==> src/rtl/onecount_pkg.sv <==
// Shared constants and state encoding for the ones-count arbiter slice.
package onecount_pkg;

    localparam int DW       = 16;
    localparam int COUNT_W  = 5;
    localparam int TOTAL_W  = 16;
    localparam logic [TOTAL_W-1:0] TOTAL_MAX = 16'hFFFF;

    typedef enum logic [1:0] {
        ST_IDLE = 2'd0,
        ST_CALC = 2'd1,
        ST_HOLD = 2'd2
    } state_e;

endpackage

==> src/rtl/onecount_popcount16.sv <==
// Combinational 16-bit ones counter shared by every requester.
module popcount16
    import onecount_pkg::*;
(
    input  logic [DW-1:0]      data_i,
    output logic [COUNT_W-1:0] count_o
);

    logic [COUNT_W-1:0] count_s;

    // Sum the individual bits; 16 ones needs the full 5-bit result.
    always_comb begin
        count_s = '0;
        for (int i = 0; i < DW; i++) begin
            count_s = count_s + COUNT_W'(data_i[i]);
        end
    end

    assign count_o = count_s;

endmodule

==> src/rtl/onecount_arb.sv <==
// Round-robin arbiter that sequences NREQ producers through one popcount
// datapath and keeps a saturating total of all delivered counts.
module onecount_arb
    import onecount_pkg::*;
#(
    parameter int NREQ = 4,
    parameter int IDW  = $clog2(NREQ)
) (
    input  logic                 clk_i,
    input  logic                 rst_ni,
    input  logic [NREQ-1:0]      req_i,
    input  logic [NREQ*DW-1:0]   req_data_i,
    output logic [NREQ-1:0]      gnt_o,
    output logic                 res_valid_o,
    input  logic                 res_ready_i,
    output logic [COUNT_W-1:0]   res_count_o,
    output logic [IDW-1:0]       res_id_o,
    input  logic                 clr_i,
    output logic [TOTAL_W-1:0]   total_o,
    output logic                 busy_o
);

    state_e               state_q, state_d;
    logic [IDW-1:0]       ptr_q, ptr_d;
    logic [NREQ-1:0]      gnt_q, gnt_d;
    logic [DW-1:0]        data_q, data_d;
    logic [IDW-1:0]       id_q, id_d;
    logic                 res_valid_q, res_valid_d;
    logic [COUNT_W-1:0]   res_count_q, res_count_d;
    logic [IDW-1:0]       res_id_q, res_id_d;
    logic [TOTAL_W-1:0]   total_q, total_d;
    logic                 busy_q, busy_d;

    logic [IDW-1:0]       win_s;
    logic [COUNT_W-1:0]   pc_count_s;
    logic                 hs_s;
    logic [TOTAL_W:0]     sum_s;

    // First set request at or above ptr, wrapping past the top index.
    function automatic logic [IDW-1:0] rr_pick(input logic [NREQ-1:0] req,
                                               input logic [IDW-1:0]  ptr);
        logic [IDW-1:0] win;
        logic           found;
        int unsigned    idx;
        win   = '0;
        found = 1'b0;
        for (int k = 0; k < NREQ; k++) begin
            idx = (int'(ptr) + k) % NREQ;
            if (!found && req[idx]) begin
                found = 1'b1;
                win   = IDW'(idx);
            end else begin
                found = found;
            end
        end
        return win;
    endfunction

    popcount16 u_popcount (
        .data_i  (data_q),
        .count_o (pc_count_s)
    );

    assign hs_s = res_valid_q & res_ready_i;

    // Winner selection from the current round-robin pointer.
    always_comb begin
        win_s = rr_pick(req_i, ptr_q);
    end

    // Sequencer: grant in IDLE, count in CALC, hold the result until taken.
    always_comb begin
        state_d     = state_q;
        ptr_d       = ptr_q;
        gnt_d       = '0;
        data_d      = data_q;
        id_d        = id_q;
        res_valid_d = res_valid_q;
        res_count_d = res_count_q;
        res_id_d    = res_id_q;
        case (state_q)
            ST_IDLE: begin
                if (|req_i) begin
                    data_d  = req_data_i[DW*win_s +: DW];
                    id_d    = win_s;
                    gnt_d   = {{(NREQ-1){1'b0}}, 1'b1} << win_s;
                    state_d = ST_CALC;
                end else begin
                    state_d = ST_IDLE;
                end
            end
            ST_CALC: begin
                res_count_d = pc_count_s;
                res_id_d    = id_q;
                res_valid_d = 1'b1;
                ptr_d       = (id_q == IDW'(NREQ-1)) ? '0 : id_q + IDW'(1);
                state_d     = ST_HOLD;
            end
            ST_HOLD: begin
                if (hs_s) begin
                    res_valid_d = 1'b0;
                    state_d     = ST_IDLE;
                end else begin
                    state_d     = ST_HOLD;
                end
            end
            default: begin
                res_valid_d = 1'b0;
                state_d     = ST_IDLE;
            end
        endcase
        busy_d = (state_d != ST_IDLE);
    end

    // Running total: clear has priority over a same-cycle handshake.
    always_comb begin
        sum_s = {1'b0, total_q} + (TOTAL_W+1)'(res_count_q);
        if (clr_i) begin
            total_d = '0;
        end else if (hs_s) begin
            total_d = sum_s[TOTAL_W] ? TOTAL_MAX : sum_s[TOTAL_W-1:0];
        end else begin
            total_d = total_q;
        end
    end

    // State and output registers with asynchronous reset.
    always_ff @(posedge clk_i or negedge rst_ni) begin
        if (!rst_ni) begin
            state_q     <= ST_IDLE;
            ptr_q       <= '0;
            gnt_q       <= '0;
            data_q      <= '0;
            id_q        <= '0;
            res_valid_q <= 1'b0;
            res_count_q <= '0;
            res_id_q    <= '0;
            total_q     <= '0;
            busy_q      <= 1'b0;
        end else begin
            state_q     <= state_d;
            ptr_q       <= ptr_d;
            gnt_q       <= gnt_d;
            data_q      <= data_d;
            id_q        <= id_d;
            res_valid_q <= res_valid_d;
            res_count_q <= res_count_d;
            res_id_q    <= res_id_d;
            total_q     <= total_d;
            busy_q      <= busy_d;
        end
    end

    assign gnt_o       = gnt_q;
    assign res_valid_o = res_valid_q;
    assign res_count_o = res_count_q;
    assign res_id_o    = res_id_q;
    assign total_o     = total_q;
    assign busy_o      = busy_q;

endmodule

==> config.mk <==
export PLATFORM = sky130hd
export DESIGN_NAME = onecount_arb
export DESIGN_NICKNAME = d
export VERILOG_FILES = /design/src/rtl/onecount_pkg.sv /design/src/rtl/onecount_popcount16.sv /design/src/rtl/onecount_arb.sv
export SDC_FILE = /design/constraint.sdc
export NUM_CORES = 1
export LEC_CHECK = 0
export ABC_AREA = 1
export CAP_MARGIN = 15
export CORE_ASPECT_RATIO = 1.2
export CORE_UTILIZATION = 50
export DETAILED_ROUTE_END_ITERATION = 10
export PLACE_DENSITY = 0.89
export SYNTH_ARGS = -nofsm -noshare
export SYNTH_HDL_FRONTEND = slang
export SYNTH_SLANG_ARGS = --single-unit
==> constraint.sdc <==
create_clock -name clk_i -period 4.25 [get_ports clk_i]
set_input_delay 1.275 -clock clk_i [delete_from_list [all_inputs] [get_ports clk_i]]
set_output_delay 1.275 -clock clk_i [all_outputs]
set_load 0.05 [all_outputs]
Word level (Yosys, flattened, before mapping). Index checks and enable logic that the tools add are counted.

Logic and storage cells: 86. Output and inout bits: 29. Input port bits: 72. Register bits after elaboration: 51.

Reductions and logical operators: 15. Shift-type cells: 2. Mux-type cells: 26. Order comparisons: 4. Bitwise logic cells: 5. Equality and inequality tests: 4. $add $sub $neg: 20.

Operators by type and width (number): 32-bit by 3-bit < comparator with 1-bit output, second input constant (3); 5-bit by 1-bit adder with 5-bit output (14); 64-bit by 7-bit variable part select with 16-bit output (1); 16-bit 2-to-1 mux (3); 16-bit by 5-bit adder with 17-bit output (1); 2-bit 2-to-1 mux (6); 1-bit 2-to-1 mux (9); 1-bit binary-select mux with 2-bit select (4); 4-bit 2-to-1 mux (2); 2-bit case mux with 3 select lines (1); 2-bit OR reduction (3); 2-bit by 1-bit adder with 2-bit output, second input constant (2); 2-bit adder, second input constant (2); 2-bit == test, second input constant (2); 2-bit AND reduction (2); 2-bit nonzero test (2); 4-bit OR reduction (1); 1-bit by 2-bit left shift with 4-bit output, first input constant (1); 1-bit bitwise AND, first input constant (3); 1-bit logical AND (3); 1-bit zero test (3); 2-bit by 3-bit < comparator with 1-bit output, second input constant (1); 1-bit case mux with 3 select lines (1); 1-bit by 1-bit adder with 2-bit output (1); other kinds (5) (5).

Logic depth before layout (Yosys ltp).
Depth after elaboration: 16. Gate-level depth with buffers: 15. Mapped depth without buffers: 15.

Hierarchy. Synthesis repeated with hierarchy kept, for this count alone.

Cells, all modules: 515. Area total of the unflattened synthesis: 3758.6 µm².

By module, submodules not included: onecount_arb (cells an instance 463, area an instance 3344.5 µm², sequential area each 1276.2 µm², times used 1); popcount16 (cells an instance 52, area an instance 414.1 µm², sequential area each 0.0 µm², times used 1).

Worst setup path before layout. Ideal clock, no wire load.

Path type: register to register. Start: register data_q[0]. End: register res_count_q[2], in the netlist res_count_o[2]. Setup time: 121 ps. Data arrival time: 3686 ps. Period minus slack after synthesis: 3807 ps. Data required time: 4129 ps. Setup slack: 443 ps. Buffers on the path: 0. Stages on the path, launching flop included: 12. Path through: dfrtp_1 -> ha_1 -> inv_1 -> fa_1 -> fa_1 -> fa_1 -> fa_1 -> fa_1 -> fa_1 -> nor2_1 -> nor2_1 -> a22o_1.

Longest elaborated chain between the ends: 15.

Ends and longest elaborated chain: from (decl) (RTL line onecount_arb.sv:26) `logic [DW-1:0] data_q, data_d;`; from (signal assigned) (RTL line onecount_arb.sv:144) `data_q <= data_d;`; 1-bit by 1-bit adder with 2-bit output (RTL line onecount_popcount16.sv:15) `count_s = count_s + COUNT_W'(data_i[i]);`; 5-bit by 1-bit adder with 5-bit output (14 in series) (RTL line onecount_popcount16.sv:15); to (signal assigned) (RTL line onecount_arb.sv:147) `res_count_q <= res_count_d;`; to (decl) (RTL line onecount_arb.sv:29) `logic [COUNT_W-1:0] res_count_q, res_count_d;`.

Every way passes these cells. A chain may end at the register's enable or synchronous reset.

Worst setup path after layout. Ends and elaborated chain as after synthesis.

==> out/qor.csv <==
metric;value;unit
clock-sinks;51;
powerDensity;916;nW/um^2
place_ws;0.295;ns
yosysWarnings;0;
p_leak;2.72;nW
detail_route.wl_per_cell;11.8;um
ys_types;32;
synth_top_flop_cell;dfrtp_1;
slowest_delay;0.54;ns
dpl.hpwl;6950;um
grt_use_met2;0.423;
path_cells;ha_1 -> inv_1 -> fa_1 -> fa_1 -> fa_1 -> fa_1 -> fa_1 -> fa_1 -> nor2_1 -> nor2_1 -> a22o_1;
slowest_stage;fa_1;
place_congestion;0.905;
io_buffers;100;
drv_cap;0;
drv_slew;0;
wirelength;8920;um
cts_buffer_depth;2;
use_met3;0.0252;
holdPathStages;2;
busiest_layer;met2;
rows;34;
track_usage;0.236;
ios;101;
required;4.45;ns
fmax;251;MHz
synthesis.area;3840;um^2
nNetsFinal;758;
synth_edf_count;0;
cp_max_fo;2;
antenna_found_initial;0;
critPathTopFamily;adder cells;
critPathKind;reg2reg;
vias_per_cell;5.13;
syn-num-nets;667;
chipHeight;98.0;um
synth_top_area_cell;dfrtp_1;
final-setup-viol-count;0;
route.detailed.drc;0;
finalCriticalPeriod;3.99;ns
synthTopCellsByArea;dfrtp_1, nand2_1, inv_1;
synth_top_area_share;0.332;
cts_hold_buf;0;
dpl.cell_count;747;
start_kind;register;
dieArea;8040;um^2
crit_buf_inv;1;
synth.avg_cell_area;6.71;um^2
grt_max_degree;36;
status;complete, no violations;
peakVddDrop;0.749;mV
ctsResizeCount;0;
hold_viol_final;0;
crit_cells;11;
cts_buffers;5;
drive_gt1_frac;0.0361;
hold_path.class;reg2reg;
overflow;0;
endpoint_kind;register;
start_util;0.522;
synth-seq-area-share;0.332;
drtIter0Drc;250;
worst_slack;0.258;ns
fillerInstances;612;
htreeDepth;2;
clock_skew;0.00829;ns
fin_crit_sh;0.939;
yosysMostFrequentCell;nand2_1;
synth.ff_latch_count;51;
fin_setup_tns;0;ns
tightest_slew;1.00;ns
arrival;4.19;ns
cpMostUsedCell;fa_1;
r2r_setup_slack;0.26;ns
num_vias;3873;
layout-area-overhead-vs-synth;29.6;%
clkLatencyLatePin;0.31;ns
syn_inst;573;
cts_tree;built;
grt_pass1_wl;15300;um
path_clk_slew;0.09;ns
clockRootBuffer;clkbuf_8;
async_flop_share;1.00;
cts_setup_buffers;0;
diodes;0;
coreArea;7360;um^2
yosys-top-cells-count;nand2_1, inv_1, nand3_1;
slew_headroom;0.330;
reg2reg_depth;11;
die_x;82.0;um
grt_pass1_vias;3637;
layout.cells.non_filler;755;
gr-usage-met1;0.284;
dr.pass1.iters;5;
rsz0062_at_grt;no;
antenna_left;0;
-- cell type report --
class                      count  area, um^2  share of cell area
clock buffer                   5        68.8              0.0138
clock inverter                 3        67.6              0.0136
inverter                     116         435              0.0874
multi-input combinational    386        2000               0.401
sequential                    51        1280               0.256
tap                           90         113              0.0226
timing repair buffer         104        1030               0.206
-- routing by layer --
layer	share of wire	routed length (um)
met5	0	0
met4	0.025	225
met3	0.058	518
met2	0.51	4510
met1	0.41	3660
-- layout by cell type, fill, tap and decap left out, types with 2 or more instances in the layout --
cell type	count
nand2_1	192
inv_1	112
clkdlybuf4s50_1	99
nand3_1	79
dfrtp_1	51
o21ai_0	28
nor2_1	23
fa_1	11
ha_1	11
a21oi_1	8
nor3_1	6
clkbuf_8	5
xnor2_1	4
xor2_1	4
buf_4	4
inv_2	3
nand4_1	3
nand2_2	2
nand2_4	2
o21a_1	2
a22o_1	2
o31ai_1	2
bufinv_16	2
-- flip-flops by register name (all words and copies together) (netlist names) --
signal	count
state_q	2
gnt_o	4
res_valid_o	1
res_id_o	2
id_q	2
busy_o	1
res_count_o	5
ptr_q	2
data_q	16
total_o	16
-- through the flow --
step	hold slack, ns	utilization	power (mW)	instance area (um^2)
2_1_floorplan	0.449	-	3.51	3840
3_3_place_gp	0.462	0.658	3.90	4850
3_5_place_dp	0.467	0.658	4.12	4850
4_1_cts	0.491	0.677	4.55	4980
5_1_grt	0.516	0.677	5.08	4980
6_report	0.486	0.677	4.56	4980
-- cells by family (layout without fill, tap and decap cells) --
group | after synthesis | count (layout) | synth area share
AND/OR/NAND/NOR | 312 | 312 | 0.345
buffers and inverters | 136 | 228 | 0.149
flip-flops | 51 | 51 | 0.332
AO/OA/AOI/OAI | 44 | 44 | 0.0628
adder cells (fa/ha/maj) | 22 | 22 | 0.0931
XOR/XNOR | 8 | 8 | 0.0182
-- worst min-delay path, stage by stage (launching register included) --
cell and delay, ns:
dfrtp_1 0.35, nand2_1 0.06, nand2_1 0.05
-- report_power, final --
part | switching (mW) | total, mW | internal (mW)
logic | 2.09 | 3.38 | 1.29
clock network | 0.167 | 0.402 | 0.235
registers | 0.120 | 0.783 | 0.663
total | 2.38 | 4.56 | 2.19
-- worst paths after layout --
kind | start | end
max | data_q[0] | res_count_o[2]
min | data_q[6] | data_q[6]
max reg2reg | data_q[0] | res_count_o[2]
min reg2reg | data_q[6] | data_q[6]
max in group asynchronous | rst_ni | data_q[3]
min in group asynchronous | rst_ni | total_o[14]
Power figures use the tool's default switching activity.
